===== config.mk =====
export PLATFORM = sky130hd
export DESIGN_NAME = clock_setter
export DESIGN_NICKNAME = d
export VERILOG_FILES = /design/src/rtl/clock_pkg.sv /design/src/rtl/btn_debounce.sv /design/src/rtl/clock_setter.sv
export SDC_FILE = /design/constraint.sdc
export NUM_CORES = 1
export LEC_CHECK = 0
export CORE_ASPECT_RATIO = 0.5
export CORE_MARGIN = 2
export CORE_UTILIZATION = 34
export DETAILED_ROUTE_END_ITERATION = 6
export DONT_BUFFER_PORTS = 1
export MAX_ROUTING_LAYER = met4
export PLACE_DENSITY = 0.56
export SLEW_MARGIN = 20
export SYNTH_ARGS = -nofsm -noshare
export SYNTH_HDL_FRONTEND = slang
export SYNTH_HIERARCHICAL = 1
export SYNTH_SLANG_ARGS = --single-unit

===== constraint.sdc =====
create_clock -name CLOCK -period 4.86 [get_ports CLOCK]
set_input_delay 0.486 -clock CLOCK [delete_from_list [all_inputs] [get_ports CLOCK]]
set_output_delay 0.486 -clock CLOCK [all_outputs]
set_load 0.02 [all_outputs]

===== src/rtl/clock_pkg.sv =====
// Shared types and constants for the time-setting controller.
package clock_pkg;

  typedef enum logic [2:0] {
    RUN    = 3'd0,
    EDIT_H = 3'd1,
    EDIT_M = 3'd2,
    EDIT_S = 3'd3,
    SETUP  = 3'd4,
    PULSE  = 3'd5
  } state_t;

  localparam logic [1:0] SEL_NONE = 2'd0;
  localparam logic [1:0] SEL_H    = 2'd1;
  localparam logic [1:0] SEL_M    = 2'd2;
  localparam logic [1:0] SEL_S    = 2'd3;

  localparam logic [3:0] SEC_MAX_T = 4'd5;
  localparam logic [3:0] UNIT_MAX  = 4'd9;
  localparam logic [3:0] HR_MAX_T  = 4'd2;
  localparam logic [3:0] HR_MAX_U  = 4'd3;

  typedef struct packed {
    logic [3:0] t;
    logic [3:0] u;
  } bcd2_t;

endpackage


===== src/rtl/btn_debounce.sv =====
// Push-button front end: 2-flop synchronizer, stability counter and
// a one-cycle press pulse following each rise of the debounced level.
module btn_debounce #(
  parameter logic [15:0] DEB_CYCLES = 16'd1000
) (
  input  logic CLOCK,
  input  logic rst,
  input  logic btn,
  output logic press
);

  logic        sync1, sync2;
  logic        level, level_d;
  logic [15:0] cnt;

  always_ff @(posedge CLOCK or posedge rst) begin
    if (rst) begin
      sync1   <= 1'b0;
      sync2   <= 1'b0;
      level   <= 1'b0;
      level_d <= 1'b0;
      cnt     <= '0;
    end else begin
      sync1   <= btn;
      sync2   <= sync1;
      level_d <= level;
      if (sync2 == level) begin
        cnt <= '0;
      end else if (cnt == DEB_CYCLES - 16'd1) begin
        level <= sync2;
        cnt   <= '0;
      end else begin
        cnt <= cnt + 16'd1;
      end
    end
  end

  assign press = level & ~level_d;

endmodule


===== src/rtl/clock_setter.sv =====
// Button-driven time-setting controller: snapshots the running time,
// edits hours/minutes/seconds, then commits all fields with one set pulse.
module clock_setter
  import clock_pkg::*;
#(
  parameter logic [15:0] DEB_CYCLES = 16'd1000,
  parameter logic [3:0]  SET_PULSE  = 4'd4,
  parameter logic [23:0] TIMEOUT    = 24'd500000
) (
  input  logic       CLOCK,
  input  logic       rst,
  input  logic       btn_mode,
  input  logic       btn_inc,
  input  logic [3:0] S0,
  input  logic [3:0] S1,
  input  logic [3:0] M0,
  input  logic [3:0] M1,
  input  logic [3:0] H0,
  input  logic [3:0] H1,
  output logic [3:0] S0_ld,
  output logic [3:0] S1_ld,
  output logic [3:0] M0_ld,
  output logic [3:0] M1_ld,
  output logic [3:0] H0_ld,
  output logic [3:0] H1_ld,
  output logic       set_s,
  output logic       set_m,
  output logic       set_h,
  output logic [1:0] edit_sel
);

  // Anything at or above the field maximum wraps to 00, so corrupt captures recover.
  function automatic bcd2_t inc_field(input bcd2_t v, input logic is_hour);
    bcd2_t r;
    logic  at_max;
    if (is_hour)
      at_max = (v.t > HR_MAX_T) || (v.t == HR_MAX_T && v.u >= HR_MAX_U);
    else
      at_max = (v.t > SEC_MAX_T) || (v.t == SEC_MAX_T && v.u >= UNIT_MAX);
    if (at_max) begin
      r = '0;
    end else if (v.u >= UNIT_MAX) begin
      r.t = v.t + 4'd1;
      r.u = 4'd0;
    end else begin
      r.t = v.t;
      r.u = v.u + 4'd1;
    end
    return r;
  endfunction

  function automatic logic [1:0] sel_of(input state_t s);
    case (s)
      EDIT_H:  return SEL_H;
      EDIT_M:  return SEL_M;
      EDIT_S:  return SEL_S;
      default: return SEL_NONE;
    endcase
  endfunction

  state_t      state, state_n;
  bcd2_t       hr, mn, sc, hr_n, mn_n, sc_n;
  logic [23:0] idle, idle_n;
  logic [3:0]  pcnt, pcnt_n;
  logic        mode_evt, inc_evt;
  logic        set_q;
  logic [1:0]  sel_q;

  btn_debounce #(.DEB_CYCLES(DEB_CYCLES)) u_deb_mode (
    .CLOCK (CLOCK),
    .rst   (rst),
    .btn   (btn_mode),
    .press (mode_evt)
  );

  btn_debounce #(.DEB_CYCLES(DEB_CYCLES)) u_deb_inc (
    .CLOCK (CLOCK),
    .rst   (rst),
    .btn   (btn_inc),
    .press (inc_evt)
  );

  always_comb begin
    state_n = state;
    hr_n    = hr;
    mn_n    = mn;
    sc_n    = sc;
    idle_n  = '0;
    pcnt_n  = '0;
    case (state)
      RUN: begin
        if (mode_evt) begin
          hr_n    = {H1, H0};
          mn_n    = {M1, M0};
          sc_n    = {S1, S0};
          state_n = EDIT_H;
        end
      end
      EDIT_H, EDIT_M, EDIT_S: begin
        // Mode has priority; a simultaneous inc is dropped.
        if (mode_evt) begin
          state_n = (state == EDIT_H) ? EDIT_M :
                    (state == EDIT_M) ? EDIT_S : SETUP;
        end else if (inc_evt) begin
          case (state)
            EDIT_H:  hr_n = inc_field(hr, 1'b1);
            EDIT_M:  mn_n = inc_field(mn, 1'b0);
            default: sc_n = inc_field(sc, 1'b0);
          endcase
        end else if (idle == TIMEOUT - 24'd1) begin
          state_n = RUN;
        end else begin
          idle_n = idle + 24'd1;
        end
      end
      SETUP: state_n = PULSE;
      PULSE: begin
        if (pcnt == SET_PULSE - 4'd1) state_n = RUN;
        else                          pcnt_n  = pcnt + 4'd1;
      end
      default: state_n = RUN;
    endcase
  end

  always_ff @(posedge CLOCK or posedge rst) begin
    if (rst) begin
      state <= RUN;
      hr    <= '0;
      mn    <= '0;
      sc    <= '0;
      idle  <= '0;
      pcnt  <= '0;
      set_q <= 1'b0;
      sel_q <= SEL_NONE;
    end else begin
      state <= state_n;
      hr    <= hr_n;
      mn    <= mn_n;
      sc    <= sc_n;
      idle  <= idle_n;
      pcnt  <= pcnt_n;
      set_q <= (state_n == PULSE);
      sel_q <= sel_of(state_n);
    end
  end

  assign H1_ld    = hr.t;
  assign H0_ld    = hr.u;
  assign M1_ld    = mn.t;
  assign M0_ld    = mn.u;
  assign S1_ld    = sc.t;
  assign S0_ld    = sc.u;
  assign set_s    = set_q;
  assign set_m    = set_q;
  assign set_h    = set_q;
  assign edit_sel = sel_q;

endmodule

**Word-level counts from Yosys, hierarchy flattened**

Index checks and enable logic that the tools add are counted.

- Add/subtract/negate cells: 10
- Magnitude comparators: 7
- Equality and inequality tests: 27
- Multiplexer cells: 52
- Bitwise gates (word level): 6
- Reductions and logical operators: 18

Operator list:

| operator | number |
|---|---|
| $mux 8 | 18 |
| $mux 24 | 4 |
| $mux 16 | 4 |
| $pmux 8 s2 | 3 |
| $add 16x1->16 const B | 2 |
| $eq 16x10->1 const B | 2 |
| $add 4x1->4 const B | 7 |
| $add 24x1->24 const B | 1 |
| $eq 24x19->1 const B | 1 |
| $mux 3 | 7 |
| $reduce_and 6->1 | 3 |
| $reduce_and 5->1 | 3 |
| $eq 3x2->1 const B | 4 |
| $ge 4x4->1 const B | 3 |
| $mux 1 | 12 |
| $ne 2x2->1 const B | 6 |
| $pmux 3 s4 | 1 |
| $eq 3x3->1 const B | 3 |
| $ne 3x3->1 const B | 3 |
| $eq 4x2->1 const B | 2 |
| $eq 4x3->1 const B | 2 |
| $gt 4x3->1 const B | 2 |
| $mux 4 | 2 |
| $eq 3x1->1 const B | 2 |
| other kinds (13) | 23 |

- Register bits after elaboration: 98
- Input port bits: 28
- Output and inout bits: 29
- Logic and storage cells: 141

**Longest topological paths before layout**

Gate-level depths: netlist (run 1).

- Depth in word-level cells: 12
- Gate-level depth with buffers: 8
- Gate-level depth less buffers: 7

**Modules after synthesis**

The synthesis (run 1) kept the hierarchy.

Modules (own cells, without submodules):

| module | instances | cells an instance | area each (sq um) |
|---|---|---|---|
| clock_setter | 1 | 354 | 3388.2 |
| btn_debounce | 2 | 86 | 918.4 |

**Worst setup path before layout (run 1)**

Ideal clock, no wire load.

- Path type: reg-to-reg
- Start: reg sc (netlist bit S0_ld[1])
- End: reg sc (netlist bit S1_ld[2])
- Setup time: 0.121 ns
- Data arrival time: 1.924 ns
- Required time: 4.739 ns
- Slack: 2.815 ns
- Cell stages (with the launch flop): 7
- Buffers on the path: 0
- Cells stage by stage: dfrtp_1 inv_1 ha_1 o31ai_1 a2111o_1 o21ai_0 a22o_1

- Word-level cells in the longest chain between the ends: 12
- Elaborated cells on any way between the ends: 14
- Those cells by class: order compare (1); eq/ne (1); mux (9); reduce/logical (3)

Ends and longest elaborated chain:

| item | line | RTL |
|---|---|---|
| from (decl) | clock_setter.sv:62 | `bcd2_t hr, mn, sc, hr_n, mn_n, sc_n;` |
| from (signal assigned) | clock_setter.sv:139 | `sc <= sc_n;` |
| $ge 4x4->1 * | clock_setter.sv:39, clock_setter.sv:42 |  |
| $logic_and 1x1->1 | clock_setter.sv:39 | `at_max = (v.t > SEC_MAX_T) \|\| (v.t == SEC_MAX_T && v.u >= UNIT_MAX);` |
| $logic_or 1x1->1 | clock_setter.sv:39 |  |
| $mux 1 | clock_setter.sv:105 | `case (state)` |
| $mux 1 | clock_setter.sv:104 | `end else if (inc_evt) begin` |
| $mux 1 | clock_setter.sv:101 | `if (mode_evt) begin` |
| $mux 1 | clock_setter.sv:90 | `case (state)` |
| $mux 8 | clock_setter.sv:40 | `if (at_max) begin` |
| $mux 8 | clock_setter.sv:105 |  |
| $mux 8 | clock_setter.sv:104 |  |
| $mux 8 | clock_setter.sv:101 |  |
| $pmux 8 s2 | clock_setter.sv:90 |  |

Mark *: on every way between the ends. The rest lies on a longest branch, timed or not. The select of a mux whose other input is x is not followed.
A chain may end at the register's enable or synchronous reset.

**Worst setup path in the final report (run 1)**

- Start: reg u_deb_mode.level
- End: reg sc (netlist bit S1_ld[2])

- Word-level cells in the longest chain between the ends: 3
- Elaborated cells on any way between the ends: 4
- Those cells by class: eq/ne (2); bitwise (1); reduce/logical (1)

Ends and longest elaborated chain:

| item | line | RTL |
|---|---|---|
| from (decl) | btn_debounce.sv:13 | `logic level, level_d;` |
| from (signal assigned) | btn_debounce.sv:30 | `level <= sync2;` |
| $and 1x1->1 * | btn_debounce.sv:38 | `assign press = level & ~level_d;` |
| net mode_evt | clock_setter.sv:65 | `logic mode_evt, inc_evt;` |
| $ne 2x2->1 (no source line) | - |  |
| $reduce_and 6->1 (no source line) * | - |  |

Mark *: on every way through the listed nets, which the timed path passes. The rest lies on a longest branch.

==> results of run 1 <==
[synthesized netlist by cell type (3+ instances only)]
master,n
dfrtp_1,98
nand4_1,12
nor4b_1,4
a22oi_1,3
nor2_1,68
nand2_1,31
nor3_1,16
inv_1,32
and3_1,6
nor4_1,10
nand3b_1,3
o211ai_1,5
or4_1,4
o41ai_1,4
o21a_1,5
o31ai_1,5
xnor2_1,30
ha_1,21
xor2_1,20
buf_4,3
nor2b_1,3
nand3_1,35
buf_6,4
nand2b_1,8
o21ai_0,10
a22o_1,7
a21oi_1,15
and3_2,4
or3_1,3
buf_2,8
[report_power, final]
group | leakage [nW] | internal (mW) | switching [mW] | total (mW)
Clock | 0.153 | 0.408 | 0.324 | 0.732
Sequential | 1.31 | 0.821 | 0.00469 | 0.825
Combinational | 0.963 | 0.00974 | 0.0262 | 0.0360
Total | 2.43 | 1.24 | 0.355 | 1.59
[worst max-delay path, cell delays in order, from the launching register on]
cell and delay (ps):
dfrtp_1 390, nor2b_1 510, or3b_4 460, a21oi_4 290
a21boi_4 320, o21ai_1 100, a22o_1 180
[worst min path at each step]
stage                                          from                    endpoint  slack (ps)  depth (start not counted)
final                                           rst  u_deb_inc/cnt[8]$_DFF_PP0_         140                          1
after global routing                        btn_inc   u_deb_inc/sync1$_DFF_PP0_         130                          0
after global placement    u_deb_inc/sync1$_DFF_PP0_   u_deb_inc/sync2$_DFF_PP0_         340                          0
after floorplan           u_deb_inc/sync1$_DFF_PP0_   u_deb_inc/sync2$_DFF_PP0_         330                          0
after detailed placement  u_deb_inc/sync1$_DFF_PP0_   u_deb_inc/sync2$_DFF_PP0_         330                          0
after CTS                                   btn_inc   u_deb_inc/sync1$_DFF_PP0_         140                          0
[layout by cell type (no fill, tap or decap), drive strengths merged, types with 16 or more instances in the layout]
cell type	n
nor2	68
xor2	20
nor3	16
nand3	35
a21oi	17
inv	36
xnor2	30
dfrtp	98
nand2	33
ha	21
[registers in the layout (all words and copies together), names as in the netlist, 2 cells and up]
register and cells:
state 3, H0_ld 4, M1_ld 4, H1_ld 4, M0_ld 4, u_deb_inc/cnt 16
idle 24, pcnt 4, u_deb_mode/cnt 16, S0_ld 4, edit_sel 2, S1_ld 4
[logic make-up after synthesis]
group,after synthesis,share of synthesized area
buf+inv,49,0.0450
mux,4,0.0101
simple gates,224,0.223
flops,98,0.469
compound gates,80,0.119
xor+xnor,50,0.0838
fa+ha+maj,21,0.0503
[stage by stage]
step | area, um^2 | utilization | hold slack [ps] | cells
floorplan | 5230 | - | 331 | 526
finish | 5700 | 0.387 | 141 | 727
CTS | 5690 | 0.386 | 143 | 725
global placement | 5390 | 0.365 | 336 | 709
global route | 5700 | 0.387 | 132 | 727
detailed placement | 5390 | 0.365 | 335 | 709
[layer usage]
| layer | vias to the layer above | wire length (um) |
|---|---|---|
| met1 | 1814 | 4950 |
| met3 | 15 | 622 |
| met4 | 0 | 170 |
| met5 | - | 0 |
| li1 | 1843 | - |
| met2 | 76 | 4330 |
[final cells by class]
| cell class | instances | area [um^2] | share of cell area |
|---|---|---|---|
| multi-input cells | 379 | 2550 | 0.448 |
| flip-flops and latches | 98 | 2450 | 0.430 |
| well taps | 198 | 248 | 0.0435 |
| clock buffers | 9 | 225 | 0.0395 |
| inverters | 32 | 120 | 0.0211 |
| clock inverters | 7 | 81.3 | 0.0143 |
| repair buffers | 2 | 15.0 | 0.00264 |
| diodes | 2 | 5.00 | 0.000878 |
==> flow_summary_export.csv, run 1 <==
group,metric,value,unit
clock_network,cts_tree,"done",
synthesis,syn_area,5230,um^2
cells_and_area,area_delta_synth_final,9.05,%
sta,slew_violations,0,
clock_network,clkSlewWorstSetupHoldPaths,70,ps
status,outcome,"finished clean",
clock_network,postCtsSetupBuffers,0,
floorplan,die_w,179,um
sta,rsz0062_at_grt,"no",
cells_and_area,nNetsFinal,571,
synthesis,ys_types,66,
routing,postRouteAntennaNets,0,
placement,gp_congestion,0.788,
routing,via_per_inst,5.16,
synthesis,ys_warn_count,6,
clock_network,cts_root_buf,"clkbuf_16",
grt,grt_pass1_vias,3634,
synthesis,syn-instance-count,526,
worst_hold_path,hp-class,"in -> async",
placement,place_ws,2510,ps
setup_path,r2r_slack,2480,ps
synthesis,synth_top_cell_area_share,0.469,
synthesis,synthFlopType,"dfrtp_1",
grt,antenna_found_initial,2,
setup_path,startpoint_type,"flop",
floorplan,die_y,91.7,um
pwr,cellLeakagePower,2.43,nW
setup_path,cp-end-kind,"flop",
sta,period_needed,2380,ps
floorplan,rows,31,
routing,dr.pass1.iters,4,
sta,skew,9.75,ps
clock_network,cts_buffer_depth,2,
grt,grt_use_met2,0.200,
floorplan,start_util,0.354,
synthesis,synth_area_leaders,"dfrtp_1 47%, ha_1 5.0%, xnor2_1 5.0%, nor2_1 4.9%, nand3_1 3.4%",
setup_path,r2r_end,"S1_ld[2]$_DFFE_PP0P_",
setup_path,setup.worst_path.class,"reg -> reg",
grt,grt_overflow,0,
synthesis,synth-seq-cells,98,
grt,grt_use_met1,0.171,
grt,grt_usage,0.134,
sta,max_slew_margin,0.416,
pwr,power,1.59,mW
grt,grt_first_pass_wirelength,17400,um
clock_network,ctsHtreeMaxLevel,3,
grt,met3_usage,0.0464,
placement,dpl.hpwl,7020,um
setup_path,cp.required,5100,ps
clock_network,numCtsBuffers,9,
placement,portBuffers,0,
setup_path,startpoint,"u_deb_mode/level$_DFFE_PP0P_",
routing,vias,3748,
sta,postLayoutSetupSlackWorst,2480,ps
grt,grt_start_max_net_pins,59,
floorplan,core_area,14700,um^2
sta,setup_tns,0,ps
job,cap_violations,0,
clock_network,cts-resized-gates,0,
synthesis,yosysSeqAreaShare,0.469,
floorplan,die-area,16400,um^2
routing,drt_iter0_markers,187,
routing,wl,10100,um
setup_path,crit_fanout,11,
sta,hold_viol_final,0,
routing,route.detailed.drc,0,
sta,finalCritPeriodShare,0.489,
clock_network,cts.sinks,98,
setup_path,reg2reg_depth,6,
synthesis,synth-edff-count,0,
clock_network,cts_hold_buf,0,
synthesis,syn_nets,575,
synthesis,synth.avg_cell_area,9.93,um^2
routing,wl_per_cell,13.9,um
synthesis,yosysTopAreaCell,"dfrtp_1",
floorplan,ios,57,
sta,setup_viol,0,
synthesis,synth-async-reset-ratio,1.00,
pwr,power_density,280,nW/um^2
sta,fmax,420,MHz
setup_path,cp.arrival,2620,ps
setup_path,endpoint,"S1_ld[2]$_DFFE_PP0P_",
pwr,ir_worst_vdd,0.171,mV
setup_path,r2r-start,"u_deb_mode/level$_DFFE_PP0P_",
sta,worst_pin_slew,875,ps
clock_network,clk-insertion-delay-late,350,ps
cells_and_area,drive_gt1_frac,0.0797,
grt,top_usage_layer,"met2",
cells_and_area,num-fill-cells,1468,
Power figures use the tool's default switching activity.
==> run 2, diff against run 1 <==
clock period = 2.35 ns   (was 4.86 ns; I/O delays follow)
==> flow_summary_export.csv, run 2 (same netlist as run 1, synthesis figures left out) <==
group,metric,value,unit
cells_and_area,largest_registers,"idle: 24 flops, u_deb_inc/cnt: 16 flops, u_deb_mode/cnt: 16 flops",
setup_path,crit_family,"compound AO/OA/AOI/OAI gates",
setup_path,cp_slowest_cell,"dfrtp_1",
placement,dpl.hpwl,7560,um
setup_path,crit_path_max_incr_delay,500,ps
cells_and_area,area_delta_synth_final,12.2,%
pwr,cellLeakagePower,2.52,nW
clock_network,ctsHtreeMaxLevel,3,
floorplan,die-area,16400,um^2
cells_and_area,nNetsFinal,592,
sta,setup_tns,0,ps
grt,grt_overflow,0,
cells_and_area,largest_reg_flops,24,
clock_network,clk-insertion-delay-late,340,ps
clock_network,clkSlewWorstSetupHoldPaths,70,ps
cells_and_area,stdcell_count,746,
clock_network,cts.sinks,98,
setup_path,path_buf_inv,2,
placement,portBuffers,0,
setup_path,crit_top_cell,"inv_1",
floorplan,start_util,0.354,
clock_network,cts_root_buf,"clkbuf_16",
placement,dp_cells,727,
sta,hold_viol_final,0,
sta,worst_pin_slew,786,ps
setup_path,endpoint,"M0_ld[2]$_DFFE_PP0P_",
floorplan,die_y,91.7,um
routing,wl,10500,um
pwr,ir_worst_vdd,0.331,mV
sta,setup_viol,0,
sta,max_slew_margin,0.475,
pwr,power,3.26,mW
worst_hold_path,hp-class,"in -> reg",
setup_path,reg2reg_depth,7,
setup_path,path_cells,"inv_1 > ha_1 > inv_1 > o31ai_1 > and2_0 > a32oi_1 > o22ai_1",
sta,slew_violations,0,
setup_path,cp_num_cells,7,
setup_path,cp-end-kind,"flop",
status,outcome,"finished clean",
cells_and_area,num-fill-cells,1485,
grt,grt_first_pass_wirelength,18100,um
setup_path,startpoint,"M0_ld[0]$_DFFE_PP0P_",
cells_and_area,final_util,0.398,
grt,grt_start_max_net_pins,36,
clock_network,cts_buffer_depth,2,
clock_network,postCtsSetupBuffers,0,
job,cap_violations,0,
setup_path,r2r-start,"M0_ld[0]$_DFFE_PP0P_",
floorplan,core_area,14700,um^2
cells_and_area,regMostFlops,"idle",
sta,rsz0062_at_grt,"no",
routing,route.detailed.drc,0,
grt,grt_pass1_vias,3750,
placement,gp_congestion,0.813,
clock_network,cts_tree,"done",
cells_and_area,diodes,0,
clock_network,numCtsBuffers,9,
cells_and_area,mostFrequentLayoutCell,"dfrtp_1",
grt,antenna_found_initial,0,
sta,fmax,478,MHz
sta,period_needed,2090,ps
sta,finalCritPeriodShare,0.890,
routing,via_per_inst,5.11,
setup_path,r2r_end,"M0_ld[2]$_DFFE_PP0P_",
cells_and_area,drive_gt1_frac,0.109,
setup_path,cp.arrival,2350,ps
routing,dr.pass1.iters,4,
routing,vias,3812,
routing,postRouteAntennaNets,0,
setup_path,r2r_slack,260,ps
floorplan,ios,57,
setup_path,cp.required,2610,ps
pwr,power_density,555,nW/um^2
sta,skew,5.69,ps
floorplan,rows,31,
setup_path,startpoint_type,"flop",
cells_and_area,final_cell_mix,"98 x dfrtp_1, 68 x nor2_1, 35 x nand3_1",
setup_path,setup.worst_path.class,"reg -> reg",
sta,fin_hold_ws,43.1,ps
floorplan,die_w,179,um
setup_path,crit_fanout,6,
routing,wl_per_cell,14.1,um
routing,drt_iter0_markers,200,
grt,grt_usage,0.140,
==> run 2: cell count changes in the layout (fill, tap and decap cells not counted), moves of 2 or more <==
cell	delta
inv_6	-2
diode_2	-2
dlygate4sd3_1	+3
buf_4	+17
==> run 2: per-layer routing <==
layer  vias to the layer above  track usage  routed length (um)  share of wire
met5                         -            -                   0              0
met4                         0       0.0329                  96         0.0091
met3                         9       0.0394                 507          0.048
met2                        71        0.206                4560           0.43
met1                      1847        0.191                5370           0.51
li1                       1885            -                   -              -
==> run 2: power by group <==
part	switching [mW]	internal (mW)
combinational	0.0585	0.0255
clock	0.636	0.827
sequential	0.00964	1.70
total	0.705	2.55
==> run 2: what timing repair did <==
action | in CTS | in global routing
endpoints found under the setup margin | 0 | 3
gates resized for setup | 0 | 1
hold buffers | 3 | 0
endpoints found under the hold margin | 65 | 0
==> run 2: layout make-up <==
| cell class | count | area (um^2) | area share |
|---|---|---|---|
| Inverter | 32 | 120 | 0.0205 |
| Clock inverter | 6 | 65.1 | 0.0111 |
| Clock buffer | 10 | 229 | 0.0391 |
| Sequential cell | 98 | 2450 | 0.418 |
| Timing Repair Buffer | 23 | 193 | 0.0329 |
| Tap cell | 198 | 248 | 0.0423 |
| Multi-Input combinational cell | 379 | 2550 | 0.436 |
==> run 2: worst reg2reg max path, cell delays in order (launching register included) <==
cell and delay, ps:
dfrtp_1 500, inv_1 150, ha_1 150, inv_1 40, o31ai_1 500, and2_0 380, a32oi_1 150, o22ai_1 150
==> run 2: worst min-delay path by stage <==
stage | cells after the start | slack, ps | from | endpoint
after floorplan | 1 | 200 | rst | u_deb_inc/cnt[0]$_DFF_PP0_
after global placement | 1 | 210 | rst | edit_sel[1]$_DFF_PP0_
after detailed placement | 1 | 220 | rst | edit_sel[1]$_DFF_PP0_
after CTS | 1 | 30 | H1[3] | H1_ld[3]$_DFFE_PP0P_
after global routing | 1 | 30 | H1[3] | H1_ld[3]$_DFFE_PP0P_
final | 1 | 40 | H1[3] | H1_ld[3]$_DFFE_PP0P_
==> run 2: per-stage QoR <==
| step | setup slack (ps) | cell area [um^2] |
|---|---|---|
| 4_1_cts | 232 | 5860 |
| 3_3_place_gp | 305 | 5530 |
| 5_1_grt | 76.5 | 5860 |
| 2_1_floorplan | 305 | 5230 |
| 3_5_place_dp | 245 | 5530 |
| 6_report | 259 | 5860 |
